===== config.mk =====
export PLATFORM = sky130hd
export DESIGN_NAME = pmem_write_buffer
export DESIGN_NICKNAME = d
export VERILOG_FILES = /design/src/rtl/pmem_write_buffer_pkg.sv /design/src/rtl/pmem_write_buffer_wb_entry_array.sv /design/src/rtl/pmem_write_buffer.sv
export SDC_FILE = /design/constraint.sdc
export NUM_CORES = 1
export LEC_CHECK = 0
export ABC_AREA = 0
export BUFFER_PORTS_ARGS = -buffer_cell sky130_fd_sc_hd__buf_2
export CAP_MARGIN = 20
export CORE_MARGIN = 2
export CORE_UTILIZATION = 31
export CTS_CLUSTER_DIAMETER = 200
export DETAILED_ROUTE_END_ITERATION = 8
export HOLD_SLACK_MARGIN = 0.1
export PLACE_DENSITY = 0.59
export RECOVER_POWER = 100
export SYNTH_ARGS = -nofsm -noshare
export SYNTH_HDL_FRONTEND = slang
export SYNTH_SLANG_ARGS = --single-unit

===== constraint.sdc =====
create_clock -name clk -period 12.4 [get_ports clk]
set_clock_uncertainty 0.15 [all_clocks]
set_input_delay 2.48 -clock clk [delete_from_list [all_inputs] [get_ports clk]]
set_output_delay 2.48 -clock clk [all_outputs]
set_load 0.01 [all_outputs]

===== src/rtl/pmem_write_buffer_pkg.sv =====
// Shared types and constants for the physical-memory write buffer.
// Optional feature macro used by the design: WB_COALESCE_EN.
package pmem_write_buffer_pkg;

    localparam int unsigned ADDR_W     = 16;
    localparam int unsigned LINE_W     = 128;
    localparam int unsigned WB_TAG_MSB = 15;
    localparam int unsigned WB_TAG_LSB = 4;
    localparam int unsigned WB_TAG_W   = WB_TAG_MSB - WB_TAG_LSB + 1;

    typedef logic [ADDR_W-1:0]   lc3b_word;
    typedef logic [LINE_W-1:0]   cache_line;
    typedef logic [WB_TAG_W-1:0] wb_tag_t;

    // Upstream (L1 arbiter facing) controller states
    typedef enum logic [1:0] {
        U_IDLE   = 2'd0,
        U_RDMISS = 2'd1,
        U_RESP   = 2'd2
    } wb_ustate_t;

    // Downstream (L2 facing) controller states
    typedef enum logic [1:0] {
        D_IDLE  = 2'd0,
        D_DRAIN = 2'd1,
        D_READ  = 2'd2
    } wb_dstate_t;

    // Line tag of a byte address
    function automatic wb_tag_t wb_tag_of(input lc3b_word addr);
        return addr[WB_TAG_MSB:WB_TAG_LSB];
    endfunction

    // Line-aligned address rebuilt from a tag
    function automatic lc3b_word wb_line_addr(input wb_tag_t tag);
        return {tag, {WB_TAG_LSB{1'b0}}};
    endfunction

endpackage


===== src/rtl/pmem_write_buffer_wb_entry_array.sv =====
// Entry storage for the write buffer: valid/tag/data per slot, one write port,
// one invalidate port and a youngest-wins tag match scanned in FIFO age order.
module pmem_write_buffer_wb_entry_array
    import pmem_write_buffer_pkg::*;
#(
    parameter int unsigned DEPTH = 4,
    localparam int unsigned IDX_W = $clog2(DEPTH)
) (
    input  logic                clk,
    input  logic                rst_n,
    input  logic                i_wr_en,
    input  logic [IDX_W-1:0]    i_wr_idx,
    input  logic [WB_TAG_W-1:0] i_wr_tag,
    input  logic [LINE_W-1:0]   i_wr_data,
    input  logic                i_clr_en,
    input  logic [IDX_W-1:0]    i_clr_idx,
    input  logic [IDX_W-1:0]    i_head_idx,
    input  logic [WB_TAG_W-1:0] i_lookup_tag,
    output logic                o_hit,
    output logic [IDX_W-1:0]    o_hit_idx,
    output logic [LINE_W-1:0]   o_hit_data,
    output logic [LINE_W-1:0]   o_head_data,
    output logic [WB_TAG_W-1:0] o_head_tag
);

    logic [DEPTH-1:0]    r_valid;
    logic [WB_TAG_W-1:0] r_tag  [DEPTH];
    logic [LINE_W-1:0]   r_data [DEPTH];
    logic [IDX_W-1:0]    w_scan_idx;

    // Valid bits and tags; a write to the same slot as an invalidate wins
    always_ff @(posedge clk or negedge rst_n) begin
        if (!rst_n) begin
            r_valid <= '0;
            for (int i = 0; i < DEPTH; i++) begin
                r_tag[i] <= '0;
            end
        end else begin
            if (i_clr_en) begin
                r_valid[i_clr_idx] <= 1'b0;
            end
            if (i_wr_en) begin
                r_valid[i_wr_idx] <= 1'b1;
                r_tag[i_wr_idx]   <= i_wr_tag;
            end
        end
    end

    // Line data; only ever read from slots whose valid bit is set
    always_ff @(posedge clk) begin
        if (i_wr_en) begin
            r_data[i_wr_idx] <= i_wr_data;
        end
    end

    // Scan oldest to youngest from head so the last match is the youngest one
    always_comb begin
        o_hit      = 1'b0;
        o_hit_idx  = '0;
        w_scan_idx = '0;
        for (int k = 0; k < DEPTH; k++) begin
            w_scan_idx = i_head_idx + k[IDX_W-1:0];
            if (r_valid[w_scan_idx] && (r_tag[w_scan_idx] == i_lookup_tag)) begin
                o_hit     = 1'b1;
                o_hit_idx = w_scan_idx;
            end
        end
    end

    assign o_hit_data  = r_data[o_hit_idx];
    assign o_head_data = r_data[i_head_idx];
    assign o_head_tag  = r_tag[i_head_idx];

endmodule


===== src/rtl/pmem_write_buffer.sv =====
// Line write buffer between the L1 I/D arbiter and L2. Writebacks are absorbed
// in one cycle and drained to L2 in the background; reads are forwarded from
// buffered lines (youngest match) or passed to L2 as misses.
// Optional feature: define WB_COALESCE_EN to merge writes into a matching
// non-head entry instead of allocating.
// DEPTH must be a power of two and at least 2 (pointers wrap by overflow).
module pmem_write_buffer
    import pmem_write_buffer_pkg::*;
#(
    parameter int unsigned DEPTH = 4
) (
    input  logic         clk,
    input  logic         rst_n,
    input  logic [15:0]  pmem_address,
    input  logic [127:0] pmem_wdata,
    input  logic         pmem_read,
    input  logic         pmem_write,
    output logic [127:0] pmem_rdata,
    output logic         pmem_resp,
    output logic [15:0]  l2_address,
    output logic [127:0] l2_wdata,
    output logic         l2_read,
    output logic         l2_write,
    input  logic [127:0] l2_rdata,
    input  logic         l2_resp,
    output logic         wb_empty
);

    localparam int unsigned IDX_W = $clog2(DEPTH);
    localparam int unsigned CNT_W = $clog2(DEPTH + 1);

    wb_ustate_t       r_ustate;
    wb_dstate_t       r_dstate;
    logic [IDX_W-1:0] r_head;
    logic [IDX_W-1:0] r_tail;
    logic [CNT_W-1:0] r_count;

    logic             r_pmem_resp;
    logic [127:0]     r_pmem_rdata;
    logic             r_l2_read;
    logic             r_l2_write;
    logic [15:0]      r_l2_address;
    logic [127:0]     r_l2_wdata;

    logic                w_full;
    logic                w_empty;
    logic [WB_TAG_W-1:0] w_tag;
    logic                w_hit;
    logic [IDX_W-1:0]    w_hit_idx;
    logic [LINE_W-1:0]   w_hit_data;
    logic [LINE_W-1:0]   w_head_data;
    logic [WB_TAG_W-1:0] w_head_tag;
    logic                w_rd_req;
    logic                w_wr_req;
    logic                w_coalesce;
    logic                w_push;
    logic                w_pop;
    logic                w_wr_accept;
    logic                w_arr_we;
    logic [IDX_W-1:0]    w_arr_widx;
    logic                w_rd_done;
    logic                w_read_start;
    logic                w_unused_addr_lo;

    assign w_full  = (r_count == CNT_W'(DEPTH));
    assign w_empty = (r_count == '0);
    assign w_tag   = wb_tag_of(pmem_address);

    // Byte offset within the line plays no part in line-granular requests
    assign w_unused_addr_lo = ^pmem_address[WB_TAG_LSB-1:0];

    // A simultaneous read and write is treated as a read; the write is dropped
    assign w_rd_req = (r_ustate == U_IDLE) && pmem_read;
    assign w_wr_req = (r_ustate == U_IDLE) && pmem_write && !pmem_read;

`ifdef WB_COALESCE_EN
    // The head may be mid-drain with its data already on l2_wdata, so a match
    // there always allocates rather than merging.
    assign w_coalesce = w_wr_req && w_hit && (w_hit_idx != r_head);
`else
    logic w_unused_hit_idx;
    assign w_unused_hit_idx = ^w_hit_idx;
    assign w_coalesce       = 1'b0;
`endif

    assign w_push       = w_wr_req && !w_coalesce && !w_full;
    assign w_wr_accept  = w_push || w_coalesce;
    assign w_arr_we     = w_wr_accept;
    assign w_arr_widx   = w_coalesce ? w_hit_idx : r_tail;
    assign w_pop        = (r_dstate == D_DRAIN) && l2_resp;
    assign w_rd_done    = (r_dstate == D_READ) && l2_resp;
    assign w_read_start = (r_dstate == D_IDLE) && (r_ustate == U_RDMISS);

    pmem_write_buffer_wb_entry_array #(
        .DEPTH (DEPTH)
    ) u_entries (
        .clk          (clk),
        .rst_n        (rst_n),
        .i_wr_en      (w_arr_we),
        .i_wr_idx     (w_arr_widx),
        .i_wr_tag     (w_tag),
        .i_wr_data    (pmem_wdata),
        .i_clr_en     (w_pop),
        .i_clr_idx    (r_head),
        .i_head_idx   (r_head),
        .i_lookup_tag (w_tag),
        .o_hit        (w_hit),
        .o_hit_idx    (w_hit_idx),
        .o_hit_data   (w_hit_data),
        .o_head_data  (w_head_data),
        .o_head_tag   (w_head_tag)
    );

    // Upstream FSM: sample one request in U_IDLE, answer with a one-cycle pulse
    always_ff @(posedge clk or negedge rst_n) begin
        if (!rst_n) begin
            r_ustate     <= U_IDLE;
            r_pmem_resp  <= 1'b0;
            r_pmem_rdata <= '0;
        end else begin
            r_pmem_resp <= 1'b0;
            unique case (r_ustate)
                U_IDLE: begin
                    if (w_rd_req) begin
                        if (w_hit) begin
                            r_pmem_rdata <= w_hit_data;
                            r_pmem_resp  <= 1'b1;
                            r_ustate     <= U_RESP;
                        end else begin
                            r_ustate <= U_RDMISS;
                        end
                    end else if (w_wr_accept) begin
                        r_pmem_resp <= 1'b1;
                        r_ustate    <= U_RESP;
                    end
                end
                U_RDMISS: begin
                    if (w_rd_done) begin
                        r_pmem_rdata <= l2_rdata;
                        r_pmem_resp  <= 1'b1;
                        r_ustate     <= U_RESP;
                    end
                end
                U_RESP: begin
                    r_ustate <= U_IDLE;
                end
                default: begin
                    r_ustate <= U_IDLE;
                end
            endcase
        end
    end

    // FIFO pointers and occupancy; push and pop may happen in the same cycle
    always_ff @(posedge clk or negedge rst_n) begin
        if (!rst_n) begin
            r_head  <= '0;
            r_tail  <= '0;
            r_count <= '0;
        end else begin
            if (w_push) begin
                r_tail <= r_tail + IDX_W'(1);
            end
            if (w_pop) begin
                r_head <= r_head + IDX_W'(1);
            end
            if (w_push && !w_pop) begin
                r_count <= r_count + CNT_W'(1);
            end else if (w_pop && !w_push) begin
                r_count <= r_count - CNT_W'(1);
            end
        end
    end

    // Downstream FSM: finish the current L2 transaction, then prefer a read miss
    always_ff @(posedge clk or negedge rst_n) begin
        if (!rst_n) begin
            r_dstate     <= D_IDLE;
            r_l2_read    <= 1'b0;
            r_l2_write   <= 1'b0;
            r_l2_address <= '0;
            r_l2_wdata   <= '0;
        end else begin
            unique case (r_dstate)
                D_IDLE: begin
                    if (w_read_start) begin
                        r_dstate     <= D_READ;
                        r_l2_read    <= 1'b1;
                        r_l2_address <= wb_line_addr(w_tag);
                    end else if (!w_empty) begin
                        r_dstate     <= D_DRAIN;
                        r_l2_write   <= 1'b1;
                        r_l2_address <= wb_line_addr(w_head_tag);
                        r_l2_wdata   <= w_head_data;
                    end
                end
                D_DRAIN: begin
                    if (l2_resp) begin
                        r_l2_write <= 1'b0;
                        r_dstate   <= D_IDLE;
                    end
                end
                D_READ: begin
                    if (l2_resp) begin
                        r_l2_read <= 1'b0;
                        r_dstate  <= D_IDLE;
                    end
                end
                default: begin
                    r_dstate <= D_IDLE;
                end
            endcase
        end
    end

    assign pmem_resp  = r_pmem_resp;
    assign pmem_rdata = r_pmem_rdata;
    assign l2_read    = r_l2_read;
    assign l2_write   = r_l2_write;
    assign l2_address = r_l2_address;
    assign l2_wdata   = r_l2_wdata;
    assign wb_empty   = w_empty && !r_l2_write;

    // Upstream must never raise read and write together
    a_no_rd_wr : assert property (@(posedge clk) disable iff (!rst_n)
        !(pmem_read && pmem_write));

endmodule


==> results of run 1 <==
power by group:
group	total, W	internal (W)	switching, W	leakage, nW
clock	0.00281	0.00163	0.00118	1.52
combinational	0.00386	0.00173	0.00213	5.67
sequential	0.00415	0.00370	0.000450	8.53
total	0.0108	0.00706	0.00376	15.7
registers in the layout, summed over array words and instances (netlist names):
| name | count |
|---|---|
| r_count | 3 |
| l2_read | 1 |
| r_ustate | 2 |
| l2_wdata | 128 |
| pmem_resp | 1 |
| u_entries.r_tag | 48 |
| l2_write | 1 |
| r_dstate | 2 |
| r_head | 2 |
| u_entries.r_data | 512 |
| pmem_rdata | 128 |
| r_tail | 2 |
| l2_address | 12 |
| u_entries.r_valid | 4 |
layout make-up:
class	count	area, sq um	share of cell area, %
timing repair buffer	582	2490	5.64
antenna	7	17.5	0.0396
clock buffer	136	2650	5.99
sequential	846	23700	53.7
clock inverter	41	465	1.05
tap	1612	2020	4.56
multi-input combinational	1258	12800	28.9
inverter	15	61.3	0.139
cell families (layout without fill, tap and decap cells):
logic type / count (synthesis) / count (layout) / share of synthesized area [%]
xor gates and xnor gates: 56 / 56 / 1.32
and+or+nand+nor: 488 / 488 / 5.21
DFF: 846 / 846 / 63.6
AOI/OAI and AO/OA: 198 / 198 / 3.38
muxes: 499 / 499 / 23.8
buffers and inverters: 183 / 774 / 2.18
adders and majority gates: 13 / 13 / 0.456
other: 1 / 11 / 0.0101
worst max-delay path by stage:
stage	startpoint	endpoint	slack (ns)	cells past startpoint
after global routing	pmem_read	u_entries.r_data[1][107]	2.74	8
after detailed placement	pmem_address[4]	pmem_rdata[127]	5.39	12
final	r_head[1]	pmem_rdata[121]	3.26	13
after CTS	r_head[0]	pmem_rdata[127]	5.40	14
after floorplan	pmem_read	u_entries.r_data[0][0]	5.24	5
after global placement	pmem_address[4]	pmem_rdata[127]	5.38	12
cell usage in the layout (no fill, tap or decap), types with 18 or more instances in the layout:
cell       count
nand2_1      289
buf_4         18
a31oi_1      127
mux2i_1       27
buf_2        141
clkbuf_16     95
xnor2_1       40
edfxtp_1     512
nor2_1       157
clkbuf_1     448
dfrtp_1      333
a21oi_1       22
mux4_2       292
mux2_2       178
per-stage QoR:
stage	util (%)	instance area [sq um]	hold slack (ns)	power [W]
floorplan	-	37300	0.319	0.00672
global placement	34.9	41700	0.334	0.00814
detailed placement	34.9	41700	0.338	0.00820
CTS	37.5	44800	0.351	0.0111
global route	37.0	44200	0.372	0.0115
finish	37.0	44200	0.353	0.0108
routing by layer:
| layer | part of all wire, % | vias to the layer above | wire length, microns | global-route usage [%] |
|---|---|---|---|---|
| met5 | 0.12 | - | 128 | 0 |
| met4 | 2.9 | 20 | 3070 | 6.18 |
| met3 | 6.7 | 175 | 7110 | 4.88 |
| met2 | 50 | 575 | 52600 | 27.9 |
| met1 | 41 | 11886 | 43000 | 21.1 |
| li1 | - | 9890 | - | - |
==> results.json, run 1 <==
{
  "dieArea_sq_um": 123000,
  "hold_depth": 1,
  "syn2layout_area_growth_pct": 18.6,
  "crit_arrival_ns": 9.52,
  "final_cells": 4497,
  "grt_pass1_vias": 22991,
  "post-route-period-util_pct": 73.7,
  "cp_cell_sequence": "clkbuf_1 -> buf_4 -> mux4_2 -> xnor2_1 -> nand4_1 -> or4_1 -> or4_1 -> o21a_1 -> o221a_4 -> buf_12 -> mux4_2 -> nand2_1 -> a31oi_1",
  "worstSkewPairLatency_ns": 0.67,
  "syn_inst": 2284,
  "nFillCells": 11499,
  "min_period_ns": 9.14,
  "grt_overflow": 0,
  "critPathTopFamily": "buffers and inverters",
  "max_stage_delay_ns": 2.23,
  "synth_most_common_cell": "edfxtp_1",
  "violations": "max-capacitance violations, max-slew violations",
  "antenna_found_initial": 21,
  "grt_usage_pct": 16.9,
  "synth_area_per_cell_sq_um": 16.3,
  "path_clk_slew_ns": 0.06,
  "cts_sinks": 846,
  "synth_top_area_cell": "edfxtp_1",
  "place_ws_ns": 5.39,
  "synth_edf_count": 512,
  "tightest_slew_ns": 5.94,
  "drtIter0Drc": 1598,
  "post_route_cells_drive_above_1_share_pct": 27.4,
  "cp-start-kind": "flip-flop",
  "setup_tns_ns": 0,
  "powerDensity_nw_per_um2": 245,
  "cts_buffer_depth": 3,
  "synth_area_sq_um": 37300,
  "hold_viol_final": 0,
  "synth.distinct_cells": 57,
  "end_kind": "flip-flop",
  "synthFlopType": "edfxtp_1",
  "ioPinCount": 553,
  "yosysSeqAreaShare_pct": 63.6,
  "r2r_start": "r_head[1]",
  "total_leakage_power_nw": 15.7,
  "core_area_sq_um": 120000,
  "finalWorstSetupSlack_ns": 3.26,
  "setup_viol": 0,
  "ir_drop_mv": 0.123,
  "report.final.slew_viol_count": 892,
  "die_h_microns": 351,
  "hold_path.class": "reg -> reg",
  "via_per_inst": 5.01,
  "crit_fanout": 73,
  "synth_seq_cells": 846,
  "status": "complete, but fails checks",
  "grt_first_pass_wirelength_microns": 154000,
  "std_cell_rows": 127,
  "min-delay-start": "l2_wdata[97]",
  "drtPass1Iterations": 5,
  "start_util_pct": 31.2,
  "cts_tree": "built",
  "gp_congestion": 0.765,
  "synth_top_area_share_pct": 41.2,
  "ys_top_cells_by_area": "edfxtp_1, dfrtp_1, mux4_2",
  "antenna_left": 0,
  "cts_setup_buffers": 0,
  "grt_max_degree": 143,
  "drcViolationCount": 0,
  "r2r-end": "pmem_rdata[121]",
  "wl_per_cell_microns": 23.5,
  "dp_cells": 4313,
  "rsz0062_at_grt": "false",
  "maxCapViolCount": 19,
  "synth_commonest_cells": "edfxtp_1, dfrtp_1, mux4_2, nand2_1, mux2_2",
  "reg2reg_depth": 13,
  "root_buffer": "clkbuf_16",
  "die_w_microns": 351,
  "holdPathEnd": "l2_wdata[97]",
  "clock.fmax_mhz": 109,
  "crit_buf_inv": 3,
  "rrSetupSlack_ns": 3.26,
  "async_flop_share_pct": 39.5,
  "vias": 22546,
  "nNetsFinal": 3087,
  "finalWirelength_microns": 106000,
  "dp_hpwl_microns": 67700,
  "placement.io_buffers": 544,
  "ys_warn_count": 0,
  "maxSlewHeadroom_pct": -296,
  "slowest_stage": "clkbuf_1",
  "cts_max_level": 3,
  "critical_path_class": "reg -> reg",
  "critPathRequiredTime_ns": 12.78,
  "numCtsBuffers": 94,
  "cts.hold.buffers_added": 0,
  "ctsResizeCount": 0
}
No activity file was read; power rests on OpenSTA's default activity.
==> run 2, diff against run 1 <==
Settings changed: ABC_AREA 0 to 1, PLACE_DENSITY 0.59 to 0.58.
Clock period 12.4 ns to 9.4 ns, I/O delays scaled along.
==> run 2 against run 1 <==
The flow still finishes with violations (max-capacitance violations, max-slew violations). Sequential cell count did not move. Utilization fell by 0.66 points. Final cell count rose by 52%. Sequential power rose by 31%. Sequential share of layout area fell by 3.9 points. Critical path type unchanged. Synthesized cell count rose by 100%. Hold slack got worse by 0.029 ns. Non-clock buffer count rose by 11. Synthesized area rose by 9.8%. Highest routed layer unchanged. Power rose by 39%.
==> results.json, run 2 <==
{
  "status": "complete, but fails checks",
  "violations": "max-capacitance violations, max-slew violations",
  "root_buffer": "clkbuf_16",
  "nFillCells": 13353,
  "antenna_found_initial": 24,
  "ys_top_cells_by_area": "edfxtp_1, dfrtp_1, nand2_1",
  "cts_max_level": 3,
  "placement.io_buffers": 544,
  "core_area_sq_um": 131000,
  "wl_per_cell_microns": 19.7,
  "grt_first_pass_wirelength_microns": 200000,
  "nNetsFinal": 5289,
  "yosysSeqAreaShare_pct": 58.0,
  "async_flop_share_pct": 39.5,
  "post-route-period-util_pct": 83.3,
  "synth_most_common_cell": "nand2_1",
  "crit_arrival_ns": 8.24,
  "synth_seq_cells": 846,
  "grt_overflow": 0,
  "ys_warn_count": 0,
  "cts.hold.buffers_added": 0,
  "layout_common_cells": "nand2_1, nand3_1, edfxtp_1",
  "ioPinCount": 553,
  "finalWirelength_microns": 135000,
  "synth_top_area_share_pct": 37.6,
  "drtIter0Drc": 3147,
  "min_period_ns": 7.83,
  "synth_area_sq_um": 40900,
  "ir_drop_mv": 0.249,
  "drcViolationCount": 0,
  "end_kind": "flip-flop",
  "gp_congestion": 0.859,
  "maxSlewHeadroom_pct": -238,
  "largest_register_ffs": 512,
  "regMostFlops": "u_entries.r_data",
  "setup_viol": 0,
  "die_h_microns": 367,
  "cp-start-kind": "flip-flop",
  "report.final.slew_viol_count": 695,
  "cts_tree": "built",
  "hold_path.class": "reg -> reg",
  "vias": 34223,
  "start_util_pct": 31.2,
  "finalWorstSetupSlack_ns": 1.57,
  "maxCapViolCount": 11,
  "dieArea_sq_um": 135000,
  "timing.hold.ws_ns": 0.324,
  "total_leakage_power_nw": 19.9,
  "syn_inst": 4625,
  "total_power_w": 0.0151,
  "setup_tns_ns": 0,
  "synth.distinct_cells": 30,
  "synth_top_area_cell": "edfxtp_1",
  "synth_edf_count": 512,
  "critPathRequiredTime_ns": 9.81,
  "grt_usage_pct": 19.3,
  "synth_area_per_cell_sq_um": 8.85,
  "die_w_microns": 367,
  "place_area_sq_um": 44900,
  "rsz0062_at_grt": "false",
  "crit_fanout": 76,
  "syn2layout_area_growth_pct": 16.5,
  "drtPass1Iterations": 6,
  "mostFrequentLayoutCell": "nand2_1",
  "cts_setup_buffers": 0,
  "clock.fmax_mhz": 128,
  "place_ws_ns": 2.31,
  "path_clk_slew_ns": 0.06,
  "grt_pass1_vias": 32223,
  "powerDensity_nw_per_um2": 316,
  "synthFlopType": "edfxtp_1",
  "dp_hpwl_microns": 79500,
  "design_area_sq_um": 47700,
  "numCtsBuffers": 97,
  "grt_max_degree": 167,
  "antenna_left": 0,
  "hold_viol_final": 0,
  "std_cell_rows": 133,
  "cts_sinks": 846,
  "post_route_cells_drive_above_1_share_pct": 6.73,
  "tightest_slew_ns": 5.07,
  "cts_buffer_depth": 3,
  "worstSkewPairLatency_ns": 0.72,
  "synth_commonest_cells": "nand2_1, nand3_1, edfxtp_1, nor2_1, inv_1",
  "via_per_inst": 5.00,
  "ctsResizeCount": 0,
  "critical_path_class": "reg -> reg"
}
[run 2: power by group]
part | switching (W) | leakage, nW | internal [W]
Sequential | 0.000573 | 8.59 | 0.00484
Combinational | 0.00402 | 9.71 | 0.00169
Clock | 0.00163 | 1.63 | 0.00234
[run 2: kinds of logic after synthesis]
| kind of cell | share of synthesized area, % |
|---|---|
| compound gates | 9.61 |
| flops | 58.0 |
| other cells | 0.00916 |
| fa+ha+maj | 0.416 |
| buf+inv | 7.84 |
| xor+xnor | 0.128 |
| simple gates | 24.0 |
| mux | 0.0275 |
[run 2: final cells by class]
| type | instances | area, sq um | area share [%] |
|---|---|---|---|
| diodes | 13 | 32.5 | 0.0682 |
| clock buffers | 127 | 2650 | 5.56 |
| clock inverters | 56 | 698 | 1.46 |
| inverters | 430 | 1650 | 3.47 |
| multi-input cells | 3031 | 14100 | 29.5 |
| flip-flops and latches | 846 | 23700 | 49.8 |
| well taps | 1755 | 2200 | 4.61 |
| repair buffers | 593 | 2660 | 5.57 |
[run 2: final timing paths]
path                                 startpoint               to  slack, ns  cells past startpoint
worst min-delay path            pmem_rdata[116]  pmem_rdata[116]       0.32                      2
min in group asynchronous                 rst_n     l2_wdata[63]       2.82                      1
worst max-delay path                  r_head[1]  pmem_rdata[117]       1.57                     22
worst max register to register        r_head[1]  pmem_rdata[117]       1.57                     22
max in group asynchronous                 rst_n     l2_wdata[32]       3.51                      1
worst min register to register  pmem_rdata[116]  pmem_rdata[116]       0.32                      2
[run 2: metal layers]
metal / GRT usage, % / share of wire, %
met3: 3.78 / 6.4
met5: 0 / 0.081
met1: 24.4 / 42
met4: 8.35 / 3.7
met2: 32.1 / 48
[run 2: stage by stage]
step                      cells  util, %
after CTS                  6836     36.7
after floorplan            4628        -
final                      6851     36.3
after global routing       6848     36.3
after global placement     6653     34.2
after detailed placement   6653     34.2
[run 2: critical path: stages (launching register included)]
cell,delay [ns]
dfrtp_1,1.62
inv_6,0.51
ha_1,0.62
inv_1,0.73
nand3_1,0.24
nand2_1,0.11
nand2_1,0.09
nand2_1,0.07
inv_1,0.04
nand2_1,0.07
nor2_1,0.06
nand2_1,0.06
nor2_1,0.05
nand2_1,0.06
nand2_1,0.12
nand2_8,0.43
buf_4,0.69
clkbuf_2,1.14
nand3_1,0.15
nand3_1,0.14
nand3_1,0.15
nand2_1,0.12
nand2_1,0.05
